## src/rtl/drawing_cmd_issuer.sv

```systemverilog
// Queues 3-bit drawing-unit commands and issues them one at a time over a
// four-phase req/ack handshake to the drawing demux.
module drawing_cmd_issuer #(
  parameter int FIFO_DEPTH = 4
) (
  input  logic                          clk,
  input  logic                          n_reset,
  input  logic                          cmd_valid,
  input  logic [2:0]                    cmd_code,
  output logic                          cmd_ready,
  output logic                          de_req,
  output logic [2:0]                    de_cmd,
  input  logic                          de_ack,
  output logic                          busy,
  output logic                          done,
  output logic                          proto_err,
  output logic [1:0]                    dbg_state,
  output logic [$clog2(FIFO_DEPTH):0]   dbg_count
);

  localparam int AW = $clog2(FIFO_DEPTH);

  // Handshake: a command is pushed on a rising edge where cmd_valid && cmd_ready.
  // Downstream: de_req rises with de_cmd valid, falls once de_ack is seen high,
  // and the next command waits until de_ack has been seen low again.
  typedef enum logic [1:0] {
    IDLE = 2'd0,
    REQ  = 2'd1,
    REL  = 2'd2
  } state_t;

  state_t        state, state_nxt;
  logic [2:0]    mem [FIFO_DEPTH];
  logic [AW-1:0] wr_ptr, rd_ptr;
  logic [AW:0]   count;
  logic          push, pop;
  logic          de_req_nxt, done_nxt;
  logic [2:0]    de_cmd_nxt;
  logic          ack_q;

  assign cmd_ready = (count < (AW+1)'(FIFO_DEPTH));
  assign push      = cmd_valid && cmd_ready;
  assign pop       = (state == IDLE) && (count != '0) && !de_ack;
  assign busy      = (count != '0) || (state != IDLE);
  assign dbg_state = state;
  assign dbg_count = count;

  always_ff @(posedge clk) begin
    if (push) mem[wr_ptr] <= cmd_code;
  end

  always_ff @(posedge clk or negedge n_reset) begin
    if (!n_reset) begin
      wr_ptr <= '0;
      rd_ptr <= '0;
      count  <= '0;
    end else begin
      if (push) wr_ptr <= wr_ptr + AW'(1);
      if (pop)  rd_ptr <= rd_ptr + AW'(1);
      case ({push, pop})
        2'b10:   count <= count + (AW+1)'(1);
        2'b01:   count <= count - (AW+1)'(1);
        default: count <= count;
      endcase
    end
  end

  always_ff @(posedge clk or negedge n_reset) begin
    if (!n_reset) begin
      state     <= IDLE;
      de_req    <= 1'b0;
      de_cmd    <= 3'd0;
      done      <= 1'b0;
      proto_err <= 1'b0;
      // Starts high so an ack still asserted across reset is not read as a rise.
      ack_q     <= 1'b1;
    end else begin
      state  <= state_nxt;
      de_req <= de_req_nxt;
      de_cmd <= de_cmd_nxt;
      done   <= done_nxt;
      ack_q  <= de_ack;
      if ((state == IDLE) && de_ack && !ack_q) proto_err <= 1'b1;
    end
  end

  always_comb begin
    state_nxt  = state;
    de_req_nxt = de_req;
    de_cmd_nxt = de_cmd;
    done_nxt   = 1'b0;
    case (state)
      IDLE: begin
        if (pop) begin
          state_nxt  = REQ;
          de_req_nxt = 1'b1;
          de_cmd_nxt = mem[rd_ptr];
        end
      end
      REQ: begin
        if (de_ack) begin
          state_nxt  = REL;
          de_req_nxt = 1'b0;
        end
      end
      REL: begin
        if (!de_ack) begin
          state_nxt = IDLE;
          done_nxt  = 1'b1;
        end
      end
      default: begin
        state_nxt  = IDLE;
        de_req_nxt = 1'b0;
      end
    endcase
  end

endmodule

```

## config.mk

```make
export PLATFORM = sky130hd
export DESIGN_NAME = drawing_cmd_issuer
export DESIGN_NICKNAME = d
export VERILOG_FILES = /design/src/rtl/drawing_cmd_issuer.sv
export SDC_FILE = /design/constraint.sdc
export NUM_CORES = 1
export LEC_CHECK = 0
export ABC_CLOCK_PERIOD_IN_PS = 2200
export CELL_PAD_IN_SITES_DETAIL_PLACEMENT = 2
export CELL_PAD_IN_SITES_GLOBAL_PLACEMENT = 2
export CORE_UTILIZATION = 38
export CTS_BUF_LIST = sky130_fd_sc_hd__clkbuf_16
export DETAILED_ROUTE_END_ITERATION = 8
export DONT_BUFFER_PORTS = 1
export GPL_TIMING_DRIVEN = 0
export PLACE_DENSITY = 0.75
export SYNTH_ARGS = -nofsm -noshare
export SYNTH_HDL_FRONTEND = slang
export SYNTH_SLANG_ARGS = --single-unit
```

## constraint.sdc

```tcl
create_clock -name clk -period 2.2 [get_ports clk]
set_input_delay 0.22 -clock clk [delete_from_list [all_inputs] [get_ports clk]]
set_output_delay 0.22 -clock clk [all_outputs]
set_load 0.03 [all_outputs]
```

Word level (Yosys, flattened, before mapping)

Memory sizes are Yosys's and may differ from the RTL's. A register that Yosys moved wholly into a read port is not among the register bits.
Cells that the tools add are included.
W data, S select, Z words.

Output and inout port bits: 13
Register bits after elaboration: 13
Memory bits (writable): 12
Word-level logic and storage cells: 50
Input bits: 7
Memories kept: 1

Memories:

| memory | words | bits a word | rd ports | clocked after memory_dff | write ports | RTL line | source |
|---|---|---|---|---|---|---|---|
| mem    | 4     | 3           | 1        | 1                        | 1           | 33       | `logic [2:0] mem [FIFO_DEPTH];` |

Equality and inequality tests: 7
Reductions and logical operators: 16
Order comparisons: 1
Muxes and demuxes: 12
Add/sub/neg operators: 4
Bitwise operators: 1

Operators with widths:

| operator              | number |
|---|---|
| $mux W1               | 6 |
| $mux W2               | 3 |
| $ne A2 B2 Y1 const B  | 3 |
| $pmux W2 S3           | 1 |
| $pmux W3 S2           | 1 |
| $reduce_and A3 Y1     | 2 |
| $logic_and A1 B1 Y1   | 5 |
| $add A2 B1 Y2 const B | 2 |
| $eq A2 B1 Y1 const B  | 2 |
| $eq A2 B2 Y1 const B  | 2 |
| $reduce_bool A2 Y1    | 2 |
| $add A3 B1 Y3 const B | 1 |
| $logic_not A1 Y1      | 3 |
| $lt A3 B3 Y1 const B  | 1 |
| $pmux W1 S3           | 1 |
| $reduce_bool A3 Y1    | 1 |
| $sub A3 B1 Y3 const B | 1 |
| $logic_not A2 Y1      | 1 |
| $reduce_and A2 Y1     | 1 |
| $logic_or A1 B1 Y1    | 1 |
| $not A1 Y1            | 1 |

Logic depth before layout (Yosys ltp)

Word-level depth: 5
Gate-level depth with buffers: 10
Gate-level depth less buffers: 9

Worst setup path before layout

OpenSTA, ideal clock, no wires.

Path kind: reg-to-reg
Start point: register state[0] (netlist: dbg_state[0])
End point: register count[2] (netlist: dbg_count[2])
Setup slack: -0.096 ns
Clock period less this slack: 2.296 ns
Arrival time: 2.164 ns
Cell stages (with the launch flop): 10
Buffers on the path: 1
Setup time: 0.132 ns
Cell sequence: dfrtp_1 -> or4_1 -> buf_6 -> inv_1 -> ha_1 -> inv_1 -> fa_1 -> xor2_1 -> nor2_1 -> xnor2_1

Longest elaborated chain between the ends: 5

Ends and longest elaborated chain:

| element                                                  | RTL line | source |
|---|---|---|
| start, declared                                          | 32       | `state_t state, state_nxt;` |
| start signal, assigned                                   | 78       | `state <= state_nxt;` |
| $logic_not A2 Y1 (*)                                     | 43       | `assign pop = (state == IDLE) && (count != '0) && !de_ack;` |
| $logic_and A1 B1 Y1 (*) (2 in a row)                     | 43       |  |
| via pop                                                  | 36       | `logic push, pop;` |
| $eq A2 B1 Y1 / $eq A2 B2 Y1 (equally long branches)      | 60       | `case ({push, pop})` |
| $pmux W3 S2 / $reduce_bool A2 Y1 (equally long branches) | --       |  |
| end signal, assigned                                     | 61       | `2'b10: count <= count + (AW+1)'(1);` |
| end signal, assigned                                     | 62       | `2'b01: count <= count - (AW+1)'(1);` |
| end signal, assigned                                     | 63       | `default: count <= count;` |
| end, declared                                            | 35       | `logic [AW:0] count;` |

Mark *: on every way through the listed nets, which the timed path passes. The rest lies on a longest branch.
A chain may end at the register's enable or synchronous reset.

Worst setup path after layout

Ends and elaborated chain as after synthesis.

==> metrics.md <==
| Metric | Value |
|---|---|
| Status | completed |
| Starting Density | 0.396 |
| Slew Viols, Final | 0 |
| Synth Instances | 81 |
| Placed insts | 125 |
| Pre-CTS setup slack | -0.121 ns |
| Leakage power | 0.561 nW |
| Final Util | 0.457 |
| CP Capture Type | flop |
| Wire per inst | 16.2 µm |
| # Max-Cap Violations | 0 |
| Placed instance area | 0.00128 mm² |
| Root buffer cell | clkbuf_16 |
| Post-route ant nets | 0 |
| RePlAce Congestion | 0.768 |
| Ordered cell list for the critical path | or4_4 -> inv_2 -> ha_4 -> inv_2 -> fa_2 -> xor2_1 -> nor2_1 -> xnor2_1 |
| RSZ-0062 raised after global routing | true |
| Layout net count | 102 |
| Row count | 20 |
| Seq/Total Area, Yosys | 0.635 |
| H-Tree Depth | 1 |
| Critical setup path kind | flop to flop |
| Post-layout instance area | 0.00138 mm² |
| Grt total ovfl | 0 |
| Final Hold Viols | 0 |
| Worst Max-Slew Pin Slew | 0.745 ns |
| Die span in y | 58.2 µm |
| Mapped Area | 0.00120 mm² |
| Relative slew margins | 0.502 |
| Crit path max-delay cell type | or4_4 |
| # resized after CTS | 0 |
| Arrival time worst endpoint | 2.36 ns |
| Min Tclk post-route | 2.17 ns |
| Largest net degree at the start of global routing | 17 |
| PnR worst setup slack | 0.0265 ns |
| Residual DRC | 0 |
| WHS | 0.0202 ns |
| Most frequent cells in the layout | 12 x edfxtp_1, 10 x dfrtp_1, 7 x inv_1 |
| Met2 routed WL | 1170 µm |
| Commonest non-fill, non-tap cell in the layout | edfxtp_1 |
| Reg clk slew, reported paths | 0.06 ns |
| Io pins | 20 |
| Max IR drop VDD | 0.000495 V |
| CTS tree | yes |
| Worst Clk Skew | 0.00332 ns |
| #FFs+latches synth | 28 |
| CP most frequent cell | inv_2 |
| Hpwl dp | 1470 µm |
| Via count | 624 |
| Post-Route WL | 2140 µm |
| Asr flop ratio synth | 0.571 |
| Max Used Layer | met4 |
| Synth Warn # | 0 |
| Share of cells above drive strength 1 | 0.273 |
| Met3 routed wirelength | 40 µm |
| Area grow syn2layout | 15.2% |
| CP max stage delay | 0.59 ns |
| Cell Pwr Density | 1530 mW/mm² |
| Vias per cell | 4.73 |
| Setup TNS | 0 ns |
| Setup violators final | 0 |
| DRT Pass-1 Iters | 4 |
| CTS buffer count | 3 |
| Die ar. | 0.00339 mm² |
| Mapped Nets | 94 |
| EDFF count, synth | 12 |
| Core area | 0.00303 mm² |
| Netlist cell types | 23 |
| Starting DRT DRC Count | 27 |
| Tot GR Track Use | 0.148 |
| Startpoint Class | flop |
| Fin crit share | 0.988 |
| CP max FO | 8 |
| Number of global-route vias before repair | 720 |
| Total Power | 2.12 mW |
| Port-buffer cells | 0 |
| Max Freq | 460 MHz |
| Die Wd | 58.2 µm |
| Avg Inst Size Synth | 14.8 µm² |
| Clock buffer depth | 2 |
| Hold WC Path Type | primary input to flop |
| Worst Path Required | 2.38 ns |
| Initial antenna violation count | 0 |
| Met1 WL | 904 µm |
| Clock Sinks | 28 |
| First-pass GRT wire length | 3570 µm |
| ANT cells | 0 |
| Primary FF master, synth | dfrtp_1 |
| Clock Latency Late Sink | 0.26 ns |
| Post-Layout Cell Count | 132 |
[power breakdown]
| group | switching [mW] | internal [mW] |
|---|---|---|
| Combinational | 0.304 | 0.342 |
| Clock | 0.160 | 0.243 |
| Sequential | 0.344 | 0.721 |
[worst paths after layout]
check / startpoint / cells past startpoint / end / slack (ns)
worst max-delay path: dbg_state[0]$_DFFE_PN0P_ / 8 / dbg_count[2]$_DFFE_PN0P_ / 0.03
worst min-delay path: de_ack / 1 / done$_DFF_PN0_ / 0.02
worst max register to register: dbg_state[0]$_DFFE_PN0P_ / 8 / dbg_count[2]$_DFFE_PN0P_ / 0.03
worst min register to register: ack_q$_DFF_PN1_ / 2 / proto_err$_DFFE_PN0P_ / 0.58
max in group asynchronous: n_reset / 1 / dbg_count[2]$_DFFE_PN0P_ / 1.22
min in group asynchronous: n_reset / 1 / de_req$_DFFE_PN0P_ / 0.47
[area by class of cell]
| cell class | instances | area (µm²) |
|---|---|---|
| fillers | 285 | 1650 |
| flip-flops and latches | 28 | 768 |
| multi-input cells | 42 | 408 |
| clock buffers | 3 | 75.1 |
| well taps | 44 | 55.1 |
| repair buffers | 4 | 35.0 |
| inverters | 9 | 33.8 |
| clock inverters | 1 | 3.75 |
| plain buffers | 1 | 3.75 |
[what timing repair did]
item / 4_1_cts / 5_1_grt
setup buffers: 1 / 1
pin swaps: 2 / 4
hold buffers: 2 / 0
endpoints found under the hold margin: 17 / 0
endpoints found under the setup margin: 1 / 1
gates cloned: 0 / 0
[registers in the layout (all words and copies together) (netlist names)]
signal	cells
dbg_state	2
de_req	1
mem	12
dbg_count	3
ack_q	1
rd_ptr	2
proto_err	1
wr_ptr	2
de_cmd	3
done	1
[synth_stat cells (2+ instances only)]
library cell   n  area share
edfxtp_1      12        0.30
xor2_1         2       0.015
and2_1         5       0.026
mux4_2         3       0.056
dfrtp_1       15        0.31
inv_1          9       0.028
xnor2_1        5       0.036
mux2_4         3       0.038
nor2_1         3      0.0094
o21ai_0        2      0.0083
ha_1           5       0.052
nand2_1        6       0.019
[layer usage]
metal	track usage	vias to the layer above
met5	0	-
met4	0.0782	0
li1	-	285
met2	0.258	11
met1	0.174	324
met3	0.0268	4
[worst max-delay path: cells and delay by family (launching register included)]
kind	cells	cell delay, ns
XOR/XNOR	2	0.28
adder cells (fa/ha/maj)	2	0.45
buffers and inverters	2	0.12
flip-flops	1	0.51
AND/OR/NAND/NOR	2	0.74
[cell families after synthesis]
family	after synthesis	synth area share
muxes	7	0.102
buffers and inverters	11	0.0407
and+or+nand+nor	19	0.0865
adders and majority gates	6	0.0688
xor gates and xnor gates	7	0.0511
DFF	28	0.635
AOI/OAI and AO/OA	3	0.0156
Power figures use the tool's default switching activity.
==> variant 1 (same settings) <==
The parameter `FIFO_DEPTH` goes from 4 to 2.
--- a/src/rtl/drawing_cmd_issuer.sv
+++ b/src/rtl/drawing_cmd_issuer.sv
@@ -2,5 +2,5 @@
 // four-phase req/ack handshake to the drawing demux.
 module drawing_cmd_issuer #(
-  parameter int FIFO_DEPTH = 4
+  parameter int FIFO_DEPTH = 2
 ) (
   input  logic                          clk,
Ports: changed (resized dbg_count); port bits go from 20 to 19. The function was not compared with the original's and may differ.
==> variant 1 against the unedited design <==
Design area is 36% lower; power is 28% lower; routed wire length shrank 37%; utilization increased by 3.8 points; highest routed layer unchanged; cell count fell by 36%; worst hold slack improved by 0.015 ns; maximum frequency is 8.9% higher; synthesized cell count down 35%; combinational power decreased by 39%; clock power is 8.2% lower; synthesized area decreased by 37%; largest cell class unchanged; sequential cell count shrank 9; setup slack better by 0.18 ns.
==> variant 1: results (changes against the unedited design) <==
Worst setup path
  – Critical Path AT: 2.17 ns (-0.19 ns)
  – Worst Path Max Fanout: 7 (-1)
  – CP peak stage delay: 0.61 ns (+0.02 ns)

Logic synthesis
  – FFs w/ async S/R, synth: 68.4% (+11 points)
  – Mux cell area share after synthesis: 10.4% (+0.16 points)
  – Compound-gate portion of the synthesized area: 1.81% (+0.25 points)
  – Seq/Total Area, Yosys: 66.7% (+3.2 points)
  – Synth top cells by count: 12 x dfrtp_1, 6 x edfxtp_1, 6 x nand2_1
  – Xor/xnor share of the synthesized area: 6.92% (+1.8 points)
  – Synth Area in Adders: 1.65% (-5.2 points)
  – Top post-synthesis cells by area: dfrtp_1 40%, edfxtp_1 24%, mux2_4 5.9%, xnor2_1 5.8%, mux2_2 4.4%
  – Synth unique cells: 18 (-22%)
  – Number of synthesized flops with an enable pin: 6 (-6)

GRT
  – Gr usage total: 16.2% (+1.4 points)
  – Vias in the first global route: 506 (-30%)
  – Largest net degree at the start of global routing: 14 (-3)

Detailed routing
  – Via density: 4.95 (+4.8%)
  – DR pass1 iterations: 2 (-2)
  – WL met3: 70 um (+75%)
  – WL final: 1350 um (-37%)
  – WL met1: 593 um (-34%)

Layout
  – Fraction of area in registers: 56.9% (+1.3 points)
  – NonClk Buf Share: 3.51% (+0.71 points)
  – Filler Cell Count: 173 (-39%)
  – Non-clk invs: 3 (-6)
  – Clock buffers and inverters, area share: 8.99% (+3.3 points)
  – Non-CTS buffers: 3 (-2)
  – #MultiIn Comb: 30 (-29%)
  – Net count, final: 68 (-33%)
  – Share of cells above drive strength 1: 23.7% (-3.5 points)

Clock tree
  – Post-CTS Setup Inserts: 0 (-1)

Placement
  – Gpl congestion: 0.646 (-16%)
  – Pre-CTS WS: 0.230 ns (+0.351 ns)
  – Dpl cell area: 791 um2 (-38%)

Outcome
  – Status: finished, final reports clean

Power
  – Max VDD drop: 0.000742 V (+50%)

Timing
  – Slew @ Worst Pin: 0.596 ns (-0.149 ns)
## variant 1: cell count changes after synthesis, moves of 2 or more
cell / before / now
mux4_2: 3 / 0
mux2_2: 0 / 3
ha_1: 5 / 1
edfxtp_1: 12 / 6
and2_1: 5 / 1
inv_1: 9 / 3
dfrtp_1: 15 / 12
nor2_1: 3 / 5
## variant 1: final timing paths
path / start / end / slack, ns / cells past startpoint
max in group asynchronous: n_reset / dbg_count[0] / 1.40 / 1
hold reg to reg: wr_ptr / wr_ptr / 0.50 / 1
setup reg to reg: dbg_state[0] / dbg_count[1] / 0.20 / 6
setup / recovery: dbg_state[0] / dbg_count[1] / 0.20 / 6
min in group asynchronous: n_reset / de_cmd[2] / 0.42 / 1
hold / removal: de_ack / done / 0.04 / 1
## variant 1: where the power goes
group          switching (mW)  internal (mW)  leakage (nW)  total [mW]
Combinational           0.182          0.211         0.139       0.393
Sequential              0.277          0.489         0.207       0.765
Clock                   0.127          0.244        0.0409       0.371
Total                   0.585          0.944         0.387        1.53
==> variant 2 (same flow settings) <==
Without the edit above. Make the reset (`n_reset`) synchronous in 2 clocked blocks.
--- a/src/rtl/drawing_cmd_issuer.sv
+++ b/src/rtl/drawing_cmd_issuer.sv
@@ -50,5 +50,5 @@
   end
 
-  always_ff @(posedge clk or negedge n_reset) begin
+  always_ff @(posedge clk) begin
     if (!n_reset) begin
       wr_ptr <= '0;
@@ -66,5 +66,5 @@
   end
 
-  always_ff @(posedge clk or negedge n_reset) begin
+  always_ff @(posedge clk) begin
     if (!n_reset) begin
       state     <= IDLE;
Check against the original RTL: differs if n_reset is asserted again (counterexample within 4 cycles, from zero or initial values and one cycle with n_reset low); with n_reset held inactive, the same outputs for 10 cycles.
==> variant 2 against the unedited design <==
Design area increased by 0.36%; critical endpoint is now dbg_count[2]; power decreased by 16%; sequential cell count unchanged; critical path depth increased by 1; synthesized area decreased by 0.21%; largest power group unchanged; synthesized cell count increased by 26%; routed wire length increased by 20%; setup slack got worse by 0.020 ns.
==> variant 2: results (changes against the unedited design) <==
Outcome
  – Status: finished, final reports clean

Logic synthesis
  – Post-Syn Instances: 102 (+26%)
  – Top post-synthesis cells by area: edfxtp_1 30%, dfxtp_1 27%, mux4_2 5.6%, ha_1 5.2%, inv_1 3.1%
  – Synth top cells by count: 16 x dfxtp_1, 12 x edfxtp_1, 10 x inv_1
  – Synth unique cells: 30 (+30%)
  – Synth Area in Adders: 6.90% (+0.014 points)
  – FFs w/ async S/R, synth: 0% (-57 points)
  – Seq/Total Area, Yosys: 56.8% (-6.7 points)
  – Compound-gate portion of the synthesized area: 7.42% (+5.9 points)
  – Xor/xnor share of the synthesized area: 2.93% (-2.2 points)

Worst hold path
  – Worst hold path depth: 1 (unchanged)
  – Hold Path Sink: dbg_state[0]

GRT
  – Largest net degree at the start of global routing: 16 (-1)
  – M1 GR Usage: 18.1% (+0.66 points)
  – Met3 GRT Util: 4.91% (+2.2 points)
  – M2 GR Usage: 30.9% (+5.1 points)
  – Global-route wire length before repair: 4120 um (+15%)
  – Vias in the first global route: 826 (+15%)

Power
  – Switching portion of total power: 37.1% (-1.1 points)
  – Max VDD drop: 0.000414 V (-16%)

Detailed routing
  – 1st-iter DRT viols: 21 (-22%)
  – Via density: 5.11 (+8.0%)
  – Routed length on met2: 1350 um (+16%)
  – WL met3: 119 um (+200%)
  – DR vias: 771 (+24%)
  – WL final: 2560 um (+20%)

Timing
  – Hold slack: 0.0300 ns (+0.00980 ns)
  – Slew HR: 60.3% (+10 points)
  – Clock skew: 0.00157 ns (-0.00176 ns)
  – Peak Freq: 0.456 GHz (-0.89%)

Worst setup path
  – CP startpoint: dbg_state[0]
  – Reg2reg setup slack: 0.007 ns (-0.02 ns)
  – Critical Path AT: 2.38 ns (+0.02 ns)
  – Crit Reg-Reg Endpoint: dbg_count[2]
  – R2R depth: 9 (+1)

Layout
  – Share of cells above drive strength 1: 18.7% (-8.6 points)
  – Net count, final: 121 (+19%)
  – Filler Cell Count: 299 (+4.9%)
  – FF/Latch Area: 688 um2 (-10%)

Placement
  – Post-Place Cells: 146 (+17%)
  – Dpl cell area: 1260 um2 (-1.5%)
  – Gpl congestion: 0.682 (-11%)
  – HPWL after detailed placement: 1790 um (+22%)
  – Pre-CTS WS: -0.217 ns (-0.0958 ns)
==> variant 2: what timing repair did <==
action                     in CTS  in global routing
hold buffers                    0                  0
setup endpoints to repair       2                  2
buffers inserted                2                  0
pin swaps                       2                  0
gates resized for setup         5                  4
==> variant 2: area by class of cell <==
cell class	count	area share [%]
flip-flops and latches	28	49.6
clock inverters	1	0.271
well taps	44	3.97
multi-input cells	59	34.6
repair buffers	2	1.08
plain buffers	4	2.34
inverters	10	2.71
clock buffers	3	5.41
==> variant 2: critical path: stages (launching register included) <==
cell	delay [ns]
dfxtp_4	0.38
buf_6	0.14
or3_4	0.36
nor2_4	0.11
ha_4	0.13
inv_1	0.04
fa_2	0.35
xor2_1	0.17
or3_1	0.32
a21oi_1	0.12
==> variant 2: power by group through the flow <==
stage,Clock (mW),Sequential (mW),Combinational (mW)
after detailed placement,0,0.834,0.472
after global placement,0,0.827,0.442
after global routing,0.439,0.854,0.585
after CTS,0.424,0.830,0.495
final,0.408,0.837,0.526
after floorplan,0,0.808,0.377
